`src/rtl/vvp_sched_if.sv`:
```
// vvp_sched_if: job, vvp issue/partial-sum and result signals of the vvp_sched bit-plane scheduler.
interface vvp_sched_if #(
    parameter int SW = 8,
    parameter int ACCW = 16
);
    logic start;
    logic [1:0] cfg_mode;
    logic [2:0] wprec;
    logic [2:0] dprec;
    logic dsigned;
    logic busy;
    logic [1:0] vvp_mode;
    logic iss_valid;
    logic [2:0] w_idx;
    logic [2:0] d_idx;
    logic signed [SW-1:0] s_in;
    logic res_valid;
    logic res_ready;
    logic signed [ACCW-1:0] result;
    modport master (
        output start, cfg_mode, wprec, dprec, dsigned, s_in, res_ready,
        input busy, vvp_mode, iss_valid, w_idx, d_idx, res_valid, result
    );
    modport slave (
        input start, cfg_mode, wprec, dprec, dsigned, s_in, res_ready,
        output busy, vvp_mode, iss_valid, w_idx, d_idx, res_valid, result
    );
endinterface

```
`src/rtl/vvp_sched.sv`:
```
// vvp_sched: issues weight/data bit-plane pairs to a vvp and shift-accumulates the returning partial sums.
// Define VVP_SCHED_SAT_EN to saturate each accumulate instead of wrapping modulo 2^ACCW.
module vvp_sched #(
    parameter int N = 64,
    parameter int LAT = 3,
    parameter int ACCW = 16,
    parameter int SW = $clog2(N) + 2
) (
    input logic clk,
    input logic rst,
    vvp_sched_if.slave bus
);
    localparam int D = (LAT > 0) ? LAT : 1;
    localparam int TW = SW + 14;
    localparam int XW = ((TW > ACCW) ? TW : ACCW) + 1;
    typedef enum logic [1:0] {IDLE, ISSUE, DRAIN, DONE} state_t;
    state_t state_q, state_d;
    logic [1:0] mode_q;
    logic [2:0] wp_q, dp_q, w_q, d_q;
    logic sgn_q;
    logic signed [ACCW-1:0] acc_q, acc_d;
    logic [D-1:0] tv_q, tn_q;
    logic [D-1:0][3:0] ts_q;
    logic accept, last, wrap_d, cur_v, cur_n, pend, e_v, e_n;
    logic [3:0] cur_s, e_s;
    logic signed [TW-1:0] mag, term;
    logic signed [XW-1:0] sum;

    assign accept = state_q == IDLE && bus.start;
    assign cur_v = state_q == ISSUE;
    assign wrap_d = d_q == dp_q;
    assign last = wrap_d && w_q == wp_q;
    assign cur_s = {1'b0, w_q} + {1'b0, d_q};
    assign cur_n = sgn_q && wrap_d;
    // With LAT=0 the tag of the pair issued this cycle is applied at this very edge.
    assign e_v = (LAT == 0) ? cur_v : tv_q[D-1];
    assign e_n = (LAT == 0) ? cur_n : tn_q[D-1];
    assign e_s = (LAT == 0) ? cur_s : ts_q[D-1];

    // Tags still in flight after this edge, excluding the one being consumed now.
    always_comb begin
        pend = 1'b0;
        for (int i = 0; i < LAT - 1; i++) pend = pend | tv_q[i];
    end

    assign mag = TW'(bus.s_in) <<< e_s;
    assign term = e_n ? -mag : mag;
    assign sum = XW'(acc_q) + XW'(term);

`ifdef VVP_SCHED_SAT_EN
    localparam logic signed [XW-1:0] MAXV = {{(XW-ACCW+1){1'b0}}, {(ACCW-1){1'b1}}};
    localparam logic signed [XW-1:0] MINV = ~MAXV;
    assign acc_d = (sum > MAXV) ? ACCW'(MAXV) : (sum < MINV) ? ACCW'(MINV) : sum[ACCW-1:0];
`else
    logic unused_hi;
    assign unused_hi = ^sum[XW-1:ACCW];
    assign acc_d = sum[ACCW-1:0];
`endif

    always_ff @(posedge clk) begin
        if (rst) state_q <= IDLE;
        else state_q <= state_d;
    end

    always_comb begin
        state_d = state_q;
        if (state_q == IDLE && bus.start) state_d = ISSUE;
        if (state_q == ISSUE && last) state_d = (LAT == 0) ? DONE : DRAIN;
        if (state_q == DRAIN && !pend) state_d = DONE;
        if (state_q == DONE && bus.res_ready) state_d = IDLE;
    end

    always_ff @(posedge clk) begin
        if (rst) begin
            mode_q <= '0;
            wp_q <= '0;
            dp_q <= '0;
            sgn_q <= 1'b0;
            w_q <= '0;
            d_q <= '0;
            acc_q <= '0;
            tv_q <= '0;
            tn_q <= '0;
            ts_q <= '0;
        end else begin
            if (accept) begin
                mode_q <= bus.cfg_mode;
                wp_q <= bus.wprec;
                dp_q <= bus.dprec;
                sgn_q <= bus.dsigned;
                w_q <= '0;
                d_q <= '0;
                acc_q <= '0;
            end else begin
                if (cur_v && !last) begin
                    d_q <= wrap_d ? 3'd0 : d_q + 3'd1;
                    w_q <= wrap_d ? w_q + 3'd1 : w_q;
                end
                if (e_v) acc_q <= acc_d;
            end
            for (int i = D - 1; i > 0; i--) begin
                tv_q[i] <= tv_q[i-1];
                tn_q[i] <= tn_q[i-1];
                ts_q[i] <= ts_q[i-1];
            end
            tv_q[0] <= cur_v;
            tn_q[0] <= cur_n;
            ts_q[0] <= cur_s;
        end
    end

    assign bus.busy = state_q != IDLE;
    assign bus.iss_valid = cur_v;
    assign bus.res_valid = state_q == DONE;
    assign bus.vvp_mode = mode_q;
    assign bus.w_idx = w_q;
    assign bus.d_idx = d_q;
    assign bus.result = acc_q;
endmodule

```
`src/flat_wrapper.sv`:
```
// flat-port wrapper written by rule: the top's interface ports become plain ports
module vvp_sched_flat 
#(
    parameter int N = 64,
    parameter int LAT = 3,
    parameter int ACCW = 16,
    parameter int SW = $clog2(N) + 2
)
  (clk, rst, bus_start, bus_cfg_mode, bus_wprec, bus_dprec, bus_dsigned, bus_s_in, bus_res_ready, bus_busy, bus_vvp_mode, bus_iss_valid, bus_w_idx, bus_d_idx, bus_res_valid, bus_result);
  vvp_sched_if #(.SW(SW), .ACCW(ACCW)) bus_i ();
  input logic clk;
  input logic rst;
  input wire logic [$bits(bus_i.start)-1:0] bus_start;
  input wire logic [$bits(bus_i.cfg_mode)-1:0] bus_cfg_mode;
  input wire logic [$bits(bus_i.wprec)-1:0] bus_wprec;
  input wire logic [$bits(bus_i.dprec)-1:0] bus_dprec;
  input wire logic [$bits(bus_i.dsigned)-1:0] bus_dsigned;
  input wire logic [$bits(bus_i.s_in)-1:0] bus_s_in;
  input wire logic [$bits(bus_i.res_ready)-1:0] bus_res_ready;
  output wire logic [$bits(bus_i.busy)-1:0] bus_busy;
  output wire logic [$bits(bus_i.vvp_mode)-1:0] bus_vvp_mode;
  output wire logic [$bits(bus_i.iss_valid)-1:0] bus_iss_valid;
  output wire logic [$bits(bus_i.w_idx)-1:0] bus_w_idx;
  output wire logic [$bits(bus_i.d_idx)-1:0] bus_d_idx;
  output wire logic [$bits(bus_i.res_valid)-1:0] bus_res_valid;
  output wire logic [$bits(bus_i.result)-1:0] bus_result;
  assign bus_i.start = bus_start;
  assign bus_i.cfg_mode = bus_cfg_mode;
  assign bus_i.wprec = bus_wprec;
  assign bus_i.dprec = bus_dprec;
  assign bus_i.dsigned = bus_dsigned;
  assign bus_i.s_in = bus_s_in;
  assign bus_i.res_ready = bus_res_ready;
  assign bus_busy = bus_i.busy;
  assign bus_vvp_mode = bus_i.vvp_mode;
  assign bus_iss_valid = bus_i.iss_valid;
  assign bus_w_idx = bus_i.w_idx;
  assign bus_d_idx = bus_i.d_idx;
  assign bus_res_valid = bus_i.res_valid;
  assign bus_result = bus_i.result;
  vvp_sched #(.N(N), .LAT(LAT), .ACCW(ACCW), .SW(SW)) u_core (.clk(clk), .rst(rst), .bus(bus_i));
endmodule
```
`config.mk`:
```
export PLATFORM = sky130hd
export DESIGN_NAME = vvp_sched_flat
export DESIGN_NICKNAME = d
export VERILOG_FILES = /design/src/rtl/vvp_sched_if.sv /design/src/rtl/vvp_sched.sv /design/src/flat_wrapper.sv
export SDC_FILE = /design/constraint.sdc
export NUM_CORES = 1
export LEC_CHECK = 0
export CORE_ASPECT_RATIO = 1.4
export CORE_MARGIN = 2
export CORE_UTILIZATION = 55
export CTS_CLUSTER_DIAMETER = 100
export CTS_CLUSTER_SIZE = 24
export DETAILED_ROUTE_END_ITERATION = 10
export PLACE_DENSITY = 0.8
export SYNTH_ARGS = -nofsm -noshare
export SYNTH_HDL_FRONTEND = slang
export SYNTH_SLANG_ARGS = --single-unit
export TNS_END_PERCENT = 20
```
`constraint.sdc`:
```
create_clock -name clk -period 5.4 [get_ports clk]
set_input_delay 1.35 -clock clk [delete_from_list [all_inputs] [get_ports clk]]
set_output_delay 1.35 -clock clk [all_outputs]
set_load 0.01 [all_outputs]
```
Word level (Yosys, flattened, before mapping):

Index checks and enable logic that the tools add are counted.

* add/sub/neg operators: 5
* equality and inequality tests: 5
* shifts and indexed selects: 1
* muxes and demuxes: 5
* bitwise logic cells: 1
* reductions and logical operators: 15

Operators by type and width (count)
* $add 16x16->16: 1
* $mux 16: 1
* $neg 16->16: 1
* $sshl 8x4->16: 1
* $logic_and 1x1->1: 7
* $add 3x1->3 const B: 2
* $eq 3x3->1: 2
* $mux 2: 3
* $add 3x3->4: 1
* $eq 2x2->1 const B: 2
* $reduce_or 2->1: 2
* $mux 3: 1
* $reduce_bool 3->1: 1
* $eq 2x1->1 const B: 1
* $logic_not 1->1: 2
* $logic_not 2->1: 1
* $reduce_and 2->1: 1
* $reduce_bool 2->1: 1
* $or 1x1->1: 1

* register bits after elaboration: 51
* input port bits: 21
* output and inout bits: 27
* word-level logic and storage cells: 45

Longest topological paths before layout:

Gate-level depths: netlist (run 1).

* depth in word-level cells: 5
* mapped depth: 18
* depth with buffers taken out: 16

Least setup slack after synthesis (run 1):

No wires, ideal clock.

* kind: input to register
* from: input bus_s_in[0]
* to: register u_core.acc_q[14] (netlist: u_core.bus.result[14])
* setup time: 0.122 ns
* data arrival time: 4.754 ns
* required time: 5.278 ns
* path slack: 0.524 ns
* stages: 14
* cells stage by stage: buf_6 > mux4_1 > mux2i_4 > a41oi_1 > or3_4 > or2_2 > o21ai_0 > xnor2_1 > ha_1 > or2_2 > a2111oi_0 > o31a_1 > nor4_1 > nand3b_1

* longest elaborated chain between the ends: 4

Ends and longest elaborated chain
* start: declaration: line flat_wrapper.sv:18 `input wire logic [$bits(bus_i.s_in)-1:0] bus_s_in;`
* $sshl 8x4->16 (*): line vvp_sched.sv:46 `assign mag = TW'(bus.s_in) <<< e_s;`
* $neg 16->16: line vvp_sched.sv:47 `assign term = e_n ? -mag : mag;`
* $mux 16 (*): line vvp_sched.sv:47
* $add 16x16->16 (*): line vvp_sched.sv:48 `assign sum = XW'(acc_q) + XW'(term);`
* end signal: assignment: line vvp_sched.sv:81 `acc_q <= '0;`
* end signal: assignment: line vvp_sched.sv:93 `acc_q <= '0;`
* end signal: assignment: line vvp_sched.sv:99 `if (e_v) acc_q <= acc_d;`
* end: declaration: line vvp_sched.sv:21 `logic signed [ACCW-1:0] acc_q, acc_d;`

Mark *: on every way between the ends. The rest lies on a longest branch, timed or not.
A chain may end at the register's enable or synchronous reset.

Final worst setup path (run 1):

* from: input bus_s_in[2]
* to: register u_core.acc_q[15] (netlist: u_core.bus.result[15])

The elaborated chain is that of the path after synthesis.

==> results by stage, run 1 <==
Worst setup path:
- The signal on the critical path passes through clkdlybuf4s50_1 > buf_4 > mux2i_1 > mux2i_1 > a21oi_1 > o21ai_0 > o21ai_0 > xnor2_1 > ha_1 > a2111oi_1 > o211ai_1 > nand2_1 > o211ai_1 > a41oi_1 > nand2_1 > mux2i_1 > mux2i_1.
- The arrival time of data at the critical path endpoint is 5370 ps.
- The cell that appears most often on the critical path is sky130_fd_sc_hd__mux2i_1.
- The category of cells accounting for the largest share of critical-path delay is compound AO/OA/AOI/OAI gates.
- The buffers plus inverters on the worst setup path is 2.
- On the critical path, the stage with the largest delay is an instance of sky130_fd_sc_hd__clkdlybuf4s50_1.
- The critical path's largest stage delay is 530 ps.
- The worst setup path is captured at a register.
- At the worst endpoint, the required time is 5640 ps.
- Along the worst path, the maximum fanout reaches 6.
- The worst setup path is launched from an input pin.
- The startpoint-to-endpoint class of the critical path is input pin to register.

Finish:
- The register area is 1020 sq um.
- The commonest non-fill, non-tap cell in the layout is sky130_fd_sc_hd__dfxtp_1.
- The area of the multi-input gates is 2410 sq um.
- At the end of the flow, the number of nets in the layout was 517.
- The area growth from synthesis to layout is 19.4%.
- The library cells used most frequently in the layout, excluding fill and tap cells, are sky130_fd_sc_hd__dfxtp_1 (51), sky130_fd_sc_hd__clkdlybuf4s50_1 (47), sky130_fd_sc_hd__nor2_1 (44).
- The repair_antennas step left the layout with diodes totalling 0.
- The layout has 518 filler cells.
- The share of layout cells above drive strength 1 is 8.92%.
- The finished layout holds 543 standard cells, fillers aside.

Power:
- For this design the total switching power over the nets is 0.285 mW.
- The internal power of the cells totals 0.605 mW.
- IR analysis of the VDD net gives a maximum drop of 178 uV.
- Net switching is 32.0% of the power.
- The total chip power is 0.890 mW.
- In this run the static leakage power is 1.65 nW.
- The cell area power density is 209 nW/um^2.
- The relative contribution of sequential cells to total power is 47.0%.
- Per report_power, the clock group accounts for 27.1% of the total.
- The part of the total power dissipated in combinational logic is 25.9%.

Route:
- The number of remaining DRC errors is 0.
- The final wirelength is 7930 um.
- In the final routed layout, each cell accounts on average for 14.6 um.
- The detailed-router iteration count before antenna repair is 4.
- The detailed-route via count is 3186.
- The number of DRC markers after the initial detailed-route iteration is 264.
- Using the TritonRoute via totals, the vias-per-cell ratio works out to 5.87.
- The residual antenna-violating net count after detailed routing is 0.

Synth:
- The number of warning messages in the yosys log is 0.
- In the synthesized netlist the dominant register cell turns out to be sky130_fd_sc_hd__dfxtp_1.
- The mapped cell area is 3560 sq um.
- The fraction of registers with async set/reset is 0%.
- The number of enable-type register cells in the synthesized netlist is 0.
- Yosys attributes the largest share of cell area to sky130_fd_sc_hd__dfxtp_1 (29%), sky130_fd_sc_hd__ha_1 (8.4%), sky130_fd_sc_hd__mux2i_1 (5.6%).
- The cell accounting for the most synthesized area is sky130_fd_sc_hd__dfxtp_1.
- The post-synthesis sequential element count is 51.
- The sequential share of the synthesized area is 28.7%.
- Synthesis handed over a netlist of 421 instances.
- After synthesis, the largest area contributor takes up 28.7% of total cell area.
- The number of distinct library cells after synthesis is 56.
- The post-synth net total is 468.
- The average size of a mapped cell is 8.45 sq um.

Global routing:
- The total overflow reported by the global router is 0.
- The met2 routing resource usage after global routing is 42.9%.
- The via count of the first global-routing pass was 3131.
- For this run, the total global-route usage over all layers was measured as 22.9%.
- The most congested layer reported by global routing is met2.
- The number of antenna violations at the first check in global routing is 0.
- Global routing consumed, on the met3 layer, 2.74% of the routing resources.
- The global-route wire length before repair is 13500 um.
- Entering global routing, the biggest net connects 33 pins.
- The routing usage on met1 is 26.3%.

Floorplan:
- In this run the standard cell core region covers 6250 sq um.
- The total number of placement rows is 34.
- The die is 99.2 um tall.
- The die outline area is 7140 sq um.
- Once the floorplan was initialized, standard cells occupied 56.9% of the core.
- The number of top-level pins is 48.
- The die extent in x is 72.0 um.

Clocking:
- The cell sitting at the root of the clock tree is a sky130_fd_sc_hd__clkbuf_8.
- The number of buffers on the longest clock path is 2.
- The maximum level of the CTS H-tree is 2.
- The post-CTS setup buffer count is 0.
- The later-pin clock latency in the skew report is 320 ps.
- Clock tree synthesis inserted a total of 5 buffers.
- Clock tree synthesis found a total of 51 sinks.
- The clock slew seen by the registers of the worst setup and hold paths is 110 ps.
- TritonCTS built the clock tree.

Job:
- The count of max-cap constraint violations is 0.

STA:
- The total count of max-transition violations in the final report is 0.
- The least setup slack across all paths after layout is 274 ps.
- The fraction of the cycle the final worst path needs is 94.9%.
- The final total negative setup slack is 0 ps.
- Counting I/O delays and the setup requirement, the final critical path takes 5130 ps.
- Setup violations remaining at the end of the flow were counted as 0.
- The max-slew headroom at the worst pin is 39.0%.
- Across the routed clock network, the largest skew measured is 10.0 ps.
- The number of hold-slack violations in the final timing report is 0.
- The achievable clock frequency is 195 MHz.
- The measured slew at the worst slew-check pin is 914 ps.

Place:
- The wire-length estimate of the detail-placed layout is 5970 um.
- The pre-CTS worst setup slack is -42.5 ps.
- The routability congestion estimate is 0.943.
- The number of placed cells counting well taps is 535.
- The port buffer count is 47.

Worst hold path:
- The class of the tightest hold or removal check is register to register.

Status:
- The run finished with clean final reports.
==> cells by family (layout without fill, tap and decap cells) <==
logic type	after synthesis	in the layout	synth area share, %
xor+xnor	32	32	7.88
mux	30	30	11.5
fa+ha+maj	26	26	9.57
simple gates	153	153	20.5
compound gates	97	97	18.0
flops	51	51	28.7
buf+inv	32	82	3.83
==> worst register-to-register path: cells and delay by family, from the launching register on <==
kind / cells / cell delay (ps)
flip-flops: 1 / 940
adder cells (fa/ha/maj): 1 / 200
XOR/XNOR: 1 / 110
AND/OR/NAND/NOR: 4 / 990
buffers and inverters: 1 / 140
multiplexers: 4 / 1370
AO/OA/AOI/OAI: 4 / 850
==> metrics by stage <==
stage | instance area, sq um | hold WS [ps] | utilization, %
floorplan | 3560 | 414 | -
global placement | 4140 | 416 | 66.2
detailed placement | 4140 | 423 | 66.2
CTS | 4240 | 451 | 67.8
global route | 4250 | 463 | 67.9
finish | 4250 | 446 | 67.9
==> state kept, by name (all words and copies together), names as in the netlist <==
name,cells
u_core.tv_q,3
u_core.bus.result,16
u_core.sgn_q,1
u_core.e_s,4
u_core.tn_q,3
u_core.dp_q,3
u_core.ts_q,8
u_core.wp_q,3
u_core.bus.w_idx,3
u_core.bus.d_idx,3
u_core.state_q,2
u_core.bus.vvp_mode,2
==> metal layers <==
layer / wire [um] / share of wire [%]
met1: 3060 / 39
met2: 4340 / 55
met3: 334 / 4.2
met4: 193 / 2.4
met5: 0 / 0
==> power by group through the flow <==
stage / clock network, mW / registers (mW) / logic, mW
floorplan: 0 / 0.422 / 0.154
global route: 0.263 / 0.422 / 0.256
global placement: 0 / 0.426 / 0.224
CTS: 0.246 / 0.418 / 0.231
finish: 0.241 / 0.418 / 0.231
detailed placement: 0 / 0.427 / 0.229
==> what timing repair did <==
item                                    4_1_cts  5_1_grt
gates resized for setup                       0        3
endpoints found under the setup margin        0        3
hold endpoints to repair                      0        0
hold buffers                                  0        0
==> layout make-up <==
class / count / share of cell area (%)
Clock inverter: 3 / 0.648
Timing Repair Buffer: 63 / 13.9
Multi-Input combinational cell: 338 / 56.7
Clock buffer: 5 / 1.62
Inverter: 11 / 0.972
Tap cell: 72 / 2.12
Sequential cell: 51 / 24.0
==> Yosys cell counts, drive strengths merged, types with 2 or more instances <==
cell type	number
a211oi	5
o21ai	15
o211ai	4
dfxtp	51
nor3	8
mux2	2
o31ai	4
a211o	2
xnor2	21
a21oi	33
a41oi	2
clkinv	2
and2	6
inv	9
nand4	2
nor2	44
a221o	2
o31a	3
fa	2
nor2b	18
nand3	10
mux4	7
nor4	2
buf	5
clkbuf	16
o22ai	2
ha	24
a21o	10
a2111oi	2
nand3b	3
nand2	43
or4	2
xor2	11
nand2b	6
or2	4
mux2i	21
o21a	2
or3	3
==> final timing paths <==
path,startpoint,end,slack [ps],depth (start not counted)
hold / removal,u_core.ts_q[2],u_core.ts_q[6],450,1
setup reg to reg,u_core.e_s[0],u_core.bus.result[15],740,15
setup / recovery,bus_s_in[2],u_core.bus.result[15],270,17
hold reg to reg,u_core.ts_q[2],u_core.ts_q[6],450,1
No activity file was read; power rests on OpenSTA's default activity.
==> run 2, diff against run 1 <==
- CAP_MARGIN: unset -> 20
==> results of run 2 <==
The final DEF is identical to that of run 1; final timing and power are the same.
